<file path="src/rtl/mcp_pkg.sv">
// Shared definitions for the matrix coprocessor blocks.
//   ELEM_W / DIM_MAX / VEC_W : element width, max dimension, operand vector width
//   size_e                   : dimension codes carried on the size input
//   state_e                  : load sequencer states
//   elem_msb(r,c)            : MSB of element (r,c) inside an operand vector
package mcp_pkg;

    localparam int ELEM_W  = 8;
    localparam int DIM_MAX = 5;
    localparam int VEC_W   = DIM_MAX * DIM_MAX * ELEM_W;

    typedef enum logic [1:0] {
        SZ_2X2 = 2'b00,
        SZ_3X3 = 2'b01,
        SZ_4X4 = 2'b10,
        SZ_5X5 = 2'b11
    } size_e;

    typedef enum logic [1:0] {
        IDLE   = 2'd0,
        LOAD_A = 2'd1,
        LOAD_B = 2'd2,
        DONE   = 2'd3
    } state_e;

    // Row-major with a fixed stride of DIM_MAX, element (0,0) at the top.
    function automatic int elem_msb(input int r, input int c);
        return VEC_W - 1 - ELEM_W * (DIM_MAX * r + c);
    endfunction

endpackage

</file>
<file path="src/rtl/mat_pos_counter.sv">
// Row/column walker over an n x n window, row-major.
//   clk, rst_n : clock, async active-low reset
//   n          : active dimension (2..5)
//   inc        : advance one position
//   clear      : return to (0,0); wins over inc
//   row, col   : current position
//   last       : current position is (n-1, n-1)
module mat_pos_counter (
    input  logic       clk,
    input  logic       rst_n,
    input  logic [2:0] n,
    input  logic       inc,
    input  logic       clear,
    output logic [2:0] row,
    output logic [2:0] col,
    output logic       last
);

    logic [2:0] n_m1;

    assign n_m1 = n - 3'd1;
    assign last = (row == n_m1) && (col == n_m1);

    always_ff @(posedge clk or negedge rst_n) begin
        if (!rst_n) begin
            row <= '0;
            col <= '0;
        end else if (clear) begin
            row <= '0;
            col <= '0;
        end else if (inc) begin
            if (last) begin
                row <= '0;
                col <= '0;
            end else if (col == n_m1) begin
                col <= '0;
                row <= row + 3'd1;
            end else begin
                col <= col + 3'd1;
            end
        end
    end

endmodule

</file>
<file path="src/rtl/matrix_load_ctrl.sv">
// Streams matrix elements from the host bus into two organised operand
// vectors (5x5 grid of elements, row-major, zero outside the n x n window).
//   clk, rst_n         : clock, async active-low reset
//   start, size        : begin a load (honoured in IDLE only), size code
//   in_valid, in_data  : element stream, matrix 1 then matrix 2
//   in_ready           : element accepted when in_valid && in_ready
//   matrix1/2_out      : registered operand vectors
//   busy, done         : loading / one-cycle completion pulse
//   mat_valid          : operands complete, held until the next start
module matrix_load_ctrl
    import mcp_pkg::*;
#(
    parameter int ELEM_W  = mcp_pkg::ELEM_W,
    parameter int DIM_MAX = mcp_pkg::DIM_MAX
) (
    input  logic                              clk,
    input  logic                              rst_n,
    input  logic                              start,
    input  logic [1:0]                        size,
    input  logic                              in_valid,
    input  logic [ELEM_W-1:0]                 in_data,
    output logic                              in_ready,
    output logic [DIM_MAX*DIM_MAX*ELEM_W-1:0] matrix1_out,
    output logic [DIM_MAX*DIM_MAX*ELEM_W-1:0] matrix2_out,
    output logic                              busy,
    output logic                              done,
    output logic                              mat_valid
);

    localparam int NPOS = DIM_MAX * DIM_MAX;

    state_e     state_q, state_d;
    logic [2:0] n_q;
    logic [2:0] row, col;
    logic       last;
    logic       accept;
    logic       start_ok;
    logic [4:0] wr_idx;

    // Index 0 is the most significant slot, so the packed arrays map
    // straight onto the required operand layout.
    logic [0:NPOS-1][ELEM_W-1:0] m1_q, m2_q;

    assign accept   = in_valid && in_ready;
    assign start_ok = (state_q == IDLE) && start;
    assign wr_idx   = 5'(row) * 5'(DIM_MAX) + 5'(col);

    mat_pos_counter u_pos (
        .clk   (clk),
        .rst_n (rst_n),
        .n     (n_q),
        .inc   (accept),
        .clear (start_ok),
        .row   (row),
        .col   (col),
        .last  (last)
    );

    // State register
    always_ff @(posedge clk or negedge rst_n) begin
        if (!rst_n) state_q <= IDLE;
        else        state_q <= state_d;
    end

    // Next state
    always_comb begin
        state_d = state_q;
        case (state_q)
            IDLE:    if (start) state_d = LOAD_A;
            LOAD_A:  if (accept && last) state_d = LOAD_B;
            LOAD_B:  if (accept && last) state_d = DONE;
            DONE:    state_d = IDLE;
            default: state_d = IDLE;
        endcase
    end

    // Outputs decoded from state
    always_comb begin
        in_ready = 1'b0;
        busy     = 1'b0;
        done     = 1'b0;
        case (state_q)
            LOAD_A, LOAD_B: begin
                in_ready = 1'b1;
                busy     = 1'b1;
            end
            DONE:    done = 1'b1;
            default: ;
        endcase
    end

    // Operand storage, latched size and completion flag
    always_ff @(posedge clk or negedge rst_n) begin
        if (!rst_n) begin
            n_q       <= 3'd2;
            m1_q      <= '0;
            m2_q      <= '0;
            mat_valid <= 1'b0;
        end else if (start_ok) begin
            n_q       <= {1'b0, size} + 3'd2;
            m1_q      <= '0;
            m2_q      <= '0;
            mat_valid <= 1'b0;
        end else if (accept) begin
            if (state_q == LOAD_A) begin
                m1_q[wr_idx] <= in_data;
            end else begin
                m2_q[wr_idx] <= in_data;
                // Flag rises together with the move into DONE.
                if (last) mat_valid <= 1'b1;
            end
        end
    end

    assign matrix1_out = m1_q;
    assign matrix2_out = m2_q;

endmodule

</file>
<file path="config.mk">
export PLATFORM = sky130hd
export DESIGN_NAME = matrix_load_ctrl
export DESIGN_NICKNAME = d
export VERILOG_FILES = /design/src/rtl/mcp_pkg.sv /design/src/rtl/mat_pos_counter.sv /design/src/rtl/matrix_load_ctrl.sv
export SDC_FILE = /design/constraint.sdc
export NUM_CORES = 1
export LEC_CHECK = 0
export CORE_UTILIZATION = 30
export DETAILED_ROUTE_END_ITERATION = 8
export PLACE_DENSITY_LB_ADDON = 0.3
export SYNTH_ARGS = -nofsm -noshare
export SYNTH_HDL_FRONTEND = slang
export SYNTH_HIERARCHICAL = 1
export SYNTH_SLANG_ARGS = --single-unit
</file>
<file path="constraint.sdc">
create_clock -name clk -period 6.2 [get_ports clk]
set_clock_uncertainty 0.05 [all_clocks]
set_input_delay 1.24 -clock clk [delete_from_list [all_inputs] [get_ports clk]]
set_output_delay 1.24 -clock clk [all_outputs]
set_load 0.005 [all_outputs]
</file>
Word-level counts from Yosys, hierarchy flattened

Cells that the tools add are included.
W data, S select, Z words.

Bits in read-only memories: 0
Bits in latches: 0
Input bits: 14
Register bits: 412
Memory bits (writable): 0
Memories: 0
Logic and storage cells: 117

Equality and inequality tests: 9
$add $sub $neg: 5
Multipliers: 1
Divide/modulo/power cells: 0
Reductions and logical operators: 16
Magnitude comparators: 2
Muxes and demuxes: 28
Bitwise operators: 1
Shift operators: 0

Operators with widths:

| cell                  | number |
|---|---|
| $mux W200             | 6 |
| $bwmux W200           | 2 |
| $demux W8 S5          | 1 |
| $mux W3               | 8 |
| $mux W8               | 1 |
| $ne A2 B2 Y1 const B  | 4 |
| $pmux W2 S4           | 1 |
| $add A3 B1 Y3 const B | 2 |
| $eq A3 B3 Y1          | 2 |
| $ge A6 B6 Y1 const B  | 1 |
| $lt A6 B1 Y1 const B  | 1 |
| $mux W1               | 6 |
| $mux W2               | 3 |
| $not A5 Y6            | 1 |
| $reduce_and A2 Y1     | 3 |
| $reduce_and A3 Y1     | 2 |
| $reduce_bool A2 Y1    | 3 |
| $add A5 B3 Y5         | 1 |
| $logic_and A1 B1 Y1   | 5 |
| $mul A3 B3 Y5 const B | 1 |
| $eq A2 B2 Y1 const B  | 2 |
| $add A2 B2 Y3 const B | 1 |
| $reduce_bool A3 Y1    | 1 |
| $sub A3 B1 Y3 const B | 1 |
| 3 further kinds       | 3 |

Depth between registers and ports, before layout

Depth in word-level cells: 11
Gate-level depth with buffers: 10
Gate-level depth less buffers: 9

Cells and area by module

The synthesis kept the hierarchy.

Modules (own cells, without submodules):

| module           | seq. area each (µm²) | area an instance (µm²) | cells each | instances |
|---|---|---|---|---|
| matrix_load_ctrl | 10161.0              | 17451.7                | 1463       | 1 |
| mat_pos_counter  | 150.1                | 437.9                  | 47         | 1 |

Worst setup path after synthesis

No wires, ideal clock.

Kind: register to register
From: register u_pos.row[0]
To: register m1_q (netlist bit matrix1_out[176])
Stages on the path, launching flop included: 8
Path slack: 3149 ps
Arrival time: 2860 ps
Path buffers: 0
Cells stage by stage: dfrtp_1 -> ha_1 -> ha_1 -> fa_1 -> xor2_1 -> nor3_1 -> o21ai_2 -> mux2i_1

Word-level cells in the longest chain between the ends: 11

RTL lines:

| item                                                               | line                    | source |
|---|---|---|
| from (decl)                                                        | mat_pos_counter.sv:14   | `output logic [2:0] row,` |
| from (signal assigned)                                             | mat_pos_counter.sv:37   | `row <= row + 3'd1;` |
| $mul A3 B3 Y5 *                                                    | matrix_load_ctrl.sv:46  | `assign wr_idx = 5'(row) * 5'(DIM_MAX) + 5'(col);` |
| $add A5 B3 Y5 *                                                    | matrix_load_ctrl.sv:46  |  |
| $not A5 Y6 (implied by the code) *                                 | matrix_load_ctrl.sv:106 | `m1_q[wr_idx] <= in_data;` |
| $ge A6 B6 Y1 (implied by the code) or $lt A6 B1 Y1 (tied branches) | matrix_load_ctrl.sv:106 |  |
| $logic_and A1 B1 Y1 (implied by the code)                          | matrix_load_ctrl.sv:106 |  |
| $mux W8 (implied by the code)                                      | matrix_load_ctrl.sv:106 |  |
| $demux W8 S5 *                                                     | matrix_load_ctrl.sv:106 |  |
| $bwmux W200 *                                                      | matrix_load_ctrl.sv:106 |  |
| $mux W200 *                                                        | matrix_load_ctrl.sv:105 | `if (state_q == LOAD_A) begin` |
| $mux W200 *                                                        | matrix_load_ctrl.sv:104 | `end else if (accept) begin` |
| $mux W200 *                                                        | matrix_load_ctrl.sv:99  | `end else if (start_ok) begin` |
| to (signal, indexed assignment)                                    | matrix_load_ctrl.sv:106 |  |
| to (decl)                                                          | matrix_load_ctrl.sv:42  | `logic [0:NPOS-1][ELEM_W-1:0] m1_q, m2_q;` |

Every way passes the cells marked *; elsewhere a longest branch is shown, timed or not. The select of a mux whose other input is x is not followed.
A chain may end at the register's enable or synchronous reset.

Final worst setup path

From: register u_pos.row[2]
To: register m2_q (netlist bit matrix2_out[5])

Word-level cells in the longest chain between the ends: 11

RTL lines:

| item                                                               | line                    | source |
|---|---|---|
| $mul A3 B3 Y5 *                                                    | matrix_load_ctrl.sv:46  |  |
| $add A5 B3 Y5 *                                                    | matrix_load_ctrl.sv:46  |  |
| $not A5 Y6 (implied by the code) *                                 | matrix_load_ctrl.sv:108 | `m2_q[wr_idx] <= in_data;` |
| $ge A6 B6 Y1 (implied by the code) or $lt A6 B1 Y1 (tied branches) | matrix_load_ctrl.sv:108 |  |
| $logic_and A1 B1 Y1 (implied by the code)                          | matrix_load_ctrl.sv:108 |  |
| $mux W8 (implied by the code)                                      | matrix_load_ctrl.sv:108 |  |
| $demux W8 S5 *                                                     | matrix_load_ctrl.sv:108 |  |
| $bwmux W200 *                                                      | matrix_load_ctrl.sv:108 |  |
| $mux W200 *                                                        | matrix_load_ctrl.sv:105 |  |
| $mux W200 *                                                        | matrix_load_ctrl.sv:104 |  |
| $mux W200 *                                                        | matrix_load_ctrl.sv:99  |  |
| to (signal, indexed assignment)                                    | matrix_load_ctrl.sv:108 |  |
| to (decl)                                                          | matrix_load_ctrl.sv:42  |  |

Marks and branches as above.

==> metrics.cfg <==
[critical_path]
critPathArrivalTime_ns = 4.40
most_numerous_cell_on_the_critical_path = sky130_fd_sc_hd__ha_1
reg_to_reg_critical_path_endpoint = matrix2_out[5]
worstPathCellList = ha_1, ha_1, ha_1, a21oi_2, and3_2, o211ai_2, mux2i_1
crit_path_end_kind = flip-flop
critical_path_peak_fanout = 25
r2r_setup_slack_ns = 2.21
worst_path_largest_cell_delay_ns = 1.05
crit-reg2reg-launch = u_pos/row[2]
worst_setup_path_start_kind = flip-flop
worst_path_slowest_cell = sky130_fd_sc_hd__and3_2
timing.reg2reg.worst_path_depth = 7
path_class = reg2reg
cp_required_ns = 6.62

[die]
die-width_um = 246
coreArea_um2 = 59000
start_util_pct = 30.3
num_io_pins = 418
die_span_y_um = 246
die_area_um2 = 60600
number_of_placement_rows = 89

[detailed_routing]
routed_wire_length_per_instance_um = 23.0
drtAntennaViolNets = 0
dr_total_vias = 12978
postRouteWirelength_um = 61800
post_drt_via_cell_ratio = 4.83
drt_first_iter_violations = 759
drt_pass1_iterations = 5
remaining_drc_errors = 0

[cts]
path_clk_slew_ns = 0.06
count_of_buffers_added_by_post_cts_timing_repair_for_setup = 0
cts_hold_buf = 0
numCtsBuffers = 46
cts_root_buffer = sky130_fd_sc_hd__clkbuf_16
clkLatencyLatePin_ns = 0.57
cts-htree-levels = 2
cts_tree = yes
postCtsResizedCells = 0
clockBufferDepth = 3
numClockSinks = 412

[global_routing]
all_layer_gr_usage_pct = 20.3
number_of_antenna_violations_at_the_first_check_in_global_routing = 0
overflow = 0
first_global_vias = 13768
grt_start_max_net_pins = 148
grt_pass1_wl_um = 91700

[worst_hold_path]
hold_class = reg2reg
worstHoldPathCells = 2
timing.hold.worst.start = n_q[1]
min_delay_worst_endpoint = n_q[1]

[synthesis]
synth-async-reset-ratio_pct = 100
synth_top_cells_by_area = sky130_fd_sc_hd__dfrtp_1 57%, sky130_fd_sc_hd__mux2i_1 21%, sky130_fd_sc_hd__nand2_1 8.3%
synth_sequential_area_ratio_pct = 57.6
count_of_flip_flops_with_a_built_in_enable_after_synthesis = 0
synth_top_flop_cell = sky130_fd_sc_hd__dfrtp_1
yosys_warnings = 6
synth_cells = 1510
synth_area_leader_cell = sky130_fd_sc_hd__dfrtp_1
synth-seq-cells = 412
syn-num-nets = 1541
post_synth.cell_area_avg_um2 = 11.8
synthMostInstantiatedCell = sky130_fd_sc_hd__dfrtp_1
synth_largest_type_area_fraction_pct = 57.5
netlist_top_cells_count = 411 x sky130_fd_sc_hd__dfrtp_1, 396 x sky130_fd_sc_hd__nand2_1, 378 x sky130_fd_sc_hd__mux2i_1
synth.distinct_cells = 50
netlist_area_um2 = 17900

[timing]
fin_tns_setup_ns = 0
timing.final.max_slew_violations = 0
post-route-min-period_ns = 3.99
setup_ws_ns = 2.21
fin_hold_ws_ns = 0.434
worst-slew-pin-transition_ns = 1.37
max_freq_mhz = 251
rsz_0062_raised_after_global_routing = no
final_min_period_over_clock_period_pct = 64.3
finalSetupViolations = 0
final_hold_viol_count = 0
slew_headroom_pct = 7.92

[layout]
layout.nets = 1920
drive_gt1_share_pct = 8.68
fin_area_um2 = 24400
number_of_antenna_diodes = 0
syn_to_final_growth_pct = 36.2

[power]
power.switching_mw = 3.32
leakage_nw = 11.9
powerDensity_nw_per_um2 = 384
ir_drop_mv = 0.202
clkPwrFrac_pct = 29.4
fraction_of_power_spent_switching_nets_pct = 35.5
intPower_mw = 6.04
totalPowerFinal_mw = 9.36
share_comb_of_total_power_pct = 34.1
seqPwrFrac_pct = 36.5

[flow_run]
max_cap_viol_count = 0

[place]
cell_area_after_placement_um2 = 22900
dpl_worst_slack_ns = 1.63
port_buffers = 417
routabilityCongestion = 0.793
post-dp-hpwl_um = 41800

[outcome]
status = completed

==> final cells by class <==
class / count / area (µm²)
Tap cell: 773 / 967
Sequential cell: 412 / 10300
Timing Repair Buffer: 443 / 4420
Inverter: 35 / 131
Fill cell: 5587 / 34600
Clock inverter: 15 / 195
Multi-Input combinational cell: 951 / 7050
Clock buffer: 57 / 1290
==> per-layer routing <==
| layer | part of all wire, % | track usage (%) | routed length, µm |
|---|---|---|---|
| met2 | 48 | 32.5 | 29700 |
| met1 | 42 | 26.2 | 26100 |
| met3 | 5.7 | 4.89 | 3550 |
| met4 | 3.8 | 8.22 | 2380 |
| met5 | 0 | 0 | 0 |
==> registers in the layout, indices dropped and copies added (netlist names) <==
signal / flops
mat_valid: 1
matrix1_out: 200
matrix2_out: 200
n_q: 3
state_q: 2
u_pos/col: 3
u_pos/row: 3
==> power groups by stage <==
stage	sequential, mW	clock (mW)	combinational (mW)
global placement	3.44	0	3.13
CTS	3.41	2.83	3.21
floorplan	3.42	0	1.66
global route	3.46	2.92	3.44
finish	3.41	2.75	3.19
detailed placement	3.45	0	3.20
==> worst max path at each step <==
stage	slack [ns]	endpoint	depth (start not counted)	from
6_report	2.21	matrix2_out[5]	7	u_pos/row[2]
5_1_grt	2.00	matrix2_out[30]	7	start
4_1_cts	2.21	matrix2_out[5]	7	u_pos/row[0]
3_5_place_dp	1.63	matrix2_out[33]	7	start
3_3_place_gp	1.71	matrix2_out[14]	7	start
2_1_floorplan	3.15	matrix1_out[176]	7	u_pos/row[0]
==> stage by stage <==
step | cells | utilization, %
floorplan | 1510 | -
global placement | 2614 | 38.8
detailed placement | 2614 | 38.8
CTS | 2686 | 41.3
global route | 2686 | 41.3
finish | 2686 | 41.3
==> critical path: cells and delay by family (launching register included) <==
| family | cells | cell delay [ns] |
|---|---|---|
| AOI/OAI and AO/OA | 2 | 1.05 |
| adders and majority gates | 3 | 0.92 |
| DFF | 1 | 0.47 |
| muxes | 1 | 0.34 |
| and+or+nand+nor | 1 | 1.05 |
==> layout by cell type (no fill, tap or decap), types with 2 or more instances in the layout <==
master / synthesis / final
sky130_fd_sc_hd__inv_1: 35 / 35
sky130_fd_sc_hd__ha_1: 16 / 16
sky130_fd_sc_hd__nand4_1: 3 / 3
sky130_fd_sc_hd__o211ai_4: 10 / 10
sky130_fd_sc_hd__nor4_4: 10 / 10
sky130_fd_sc_hd__and4_1: 4 / 4
sky130_fd_sc_hd__o21ai_0: 4 / 4
sky130_fd_sc_hd__dfrtp_1: 411 / 411
sky130_fd_sc_hd__o21ai_2: 16 / 16
sky130_fd_sc_hd__o41ai_2: 2 / 2
sky130_fd_sc_hd__and3_1: 4 / 3
sky130_fd_sc_hd__clkinv_2: 0 / 5
sky130_fd_sc_hd__clkbuf_1: 88 / 2
sky130_fd_sc_hd__inv_6: 0 / 3
sky130_fd_sc_hd__a21oi_1: 4 / 4
sky130_fd_sc_hd__xnor3_1: 2 / 2
sky130_fd_sc_hd__mux2i_1: 378 / 378
sky130_fd_sc_hd__clkbuf_16: 0 / 47
sky130_fd_sc_hd__clkbuf_8: 0 / 8
sky130_fd_sc_hd__o22ai_1: 24 / 24
sky130_fd_sc_hd__nand2_1: 396 / 387
sky130_fd_sc_hd__a211o_1: 2 / 2
sky130_fd_sc_hd__clkinvlp_4: 0 / 2
sky130_fd_sc_hd__nand3_1: 15 / 15
sky130_fd_sc_hd__or4_1: 8 / 8
sky130_fd_sc_hd__a211oi_2: 1 / 3
sky130_fd_sc_hd__o211ai_2: 5 / 5
sky130_fd_sc_hd__bufinv_16: 0 / 4
sky130_fd_sc_hd__nor3_1: 2 / 2
sky130_fd_sc_hd__buf_12: 0 / 4
sky130_fd_sc_hd__nor2_1: 12 / 12
sky130_fd_sc_hd__nor4b_2: 0 / 3
sky130_fd_sc_hd__clkdlybuf4s50_1: 0 / 416
sky130_fd_sc_hd__buf_4: 3 / 22
sky130_fd_sc_hd__mux2_2: 3 / 3
sky130_fd_sc_hd__nand2b_1: 3 / 2
sky130_fd_sc_hd__nand2_2: 0 / 8
sky130_fd_sc_hd__xor2_1: 6 / 6
==> kinds of logic after synthesis <==
logic type | after synthesis | share of synthesized area (%)
AO/OA/AOI/OAI | 77 | 4.25
flip-flops | 412 | 57.6
AND/OR/NAND/NOR | 466 | 11.5
adder cells (fa/ha/maj) | 17 | 1.23
multiplexers | 381 | 21.3
buffers and inverters | 147 | 3.34
XOR/XNOR | 10 | 0.685
Power figures use the tool's default switching activity.
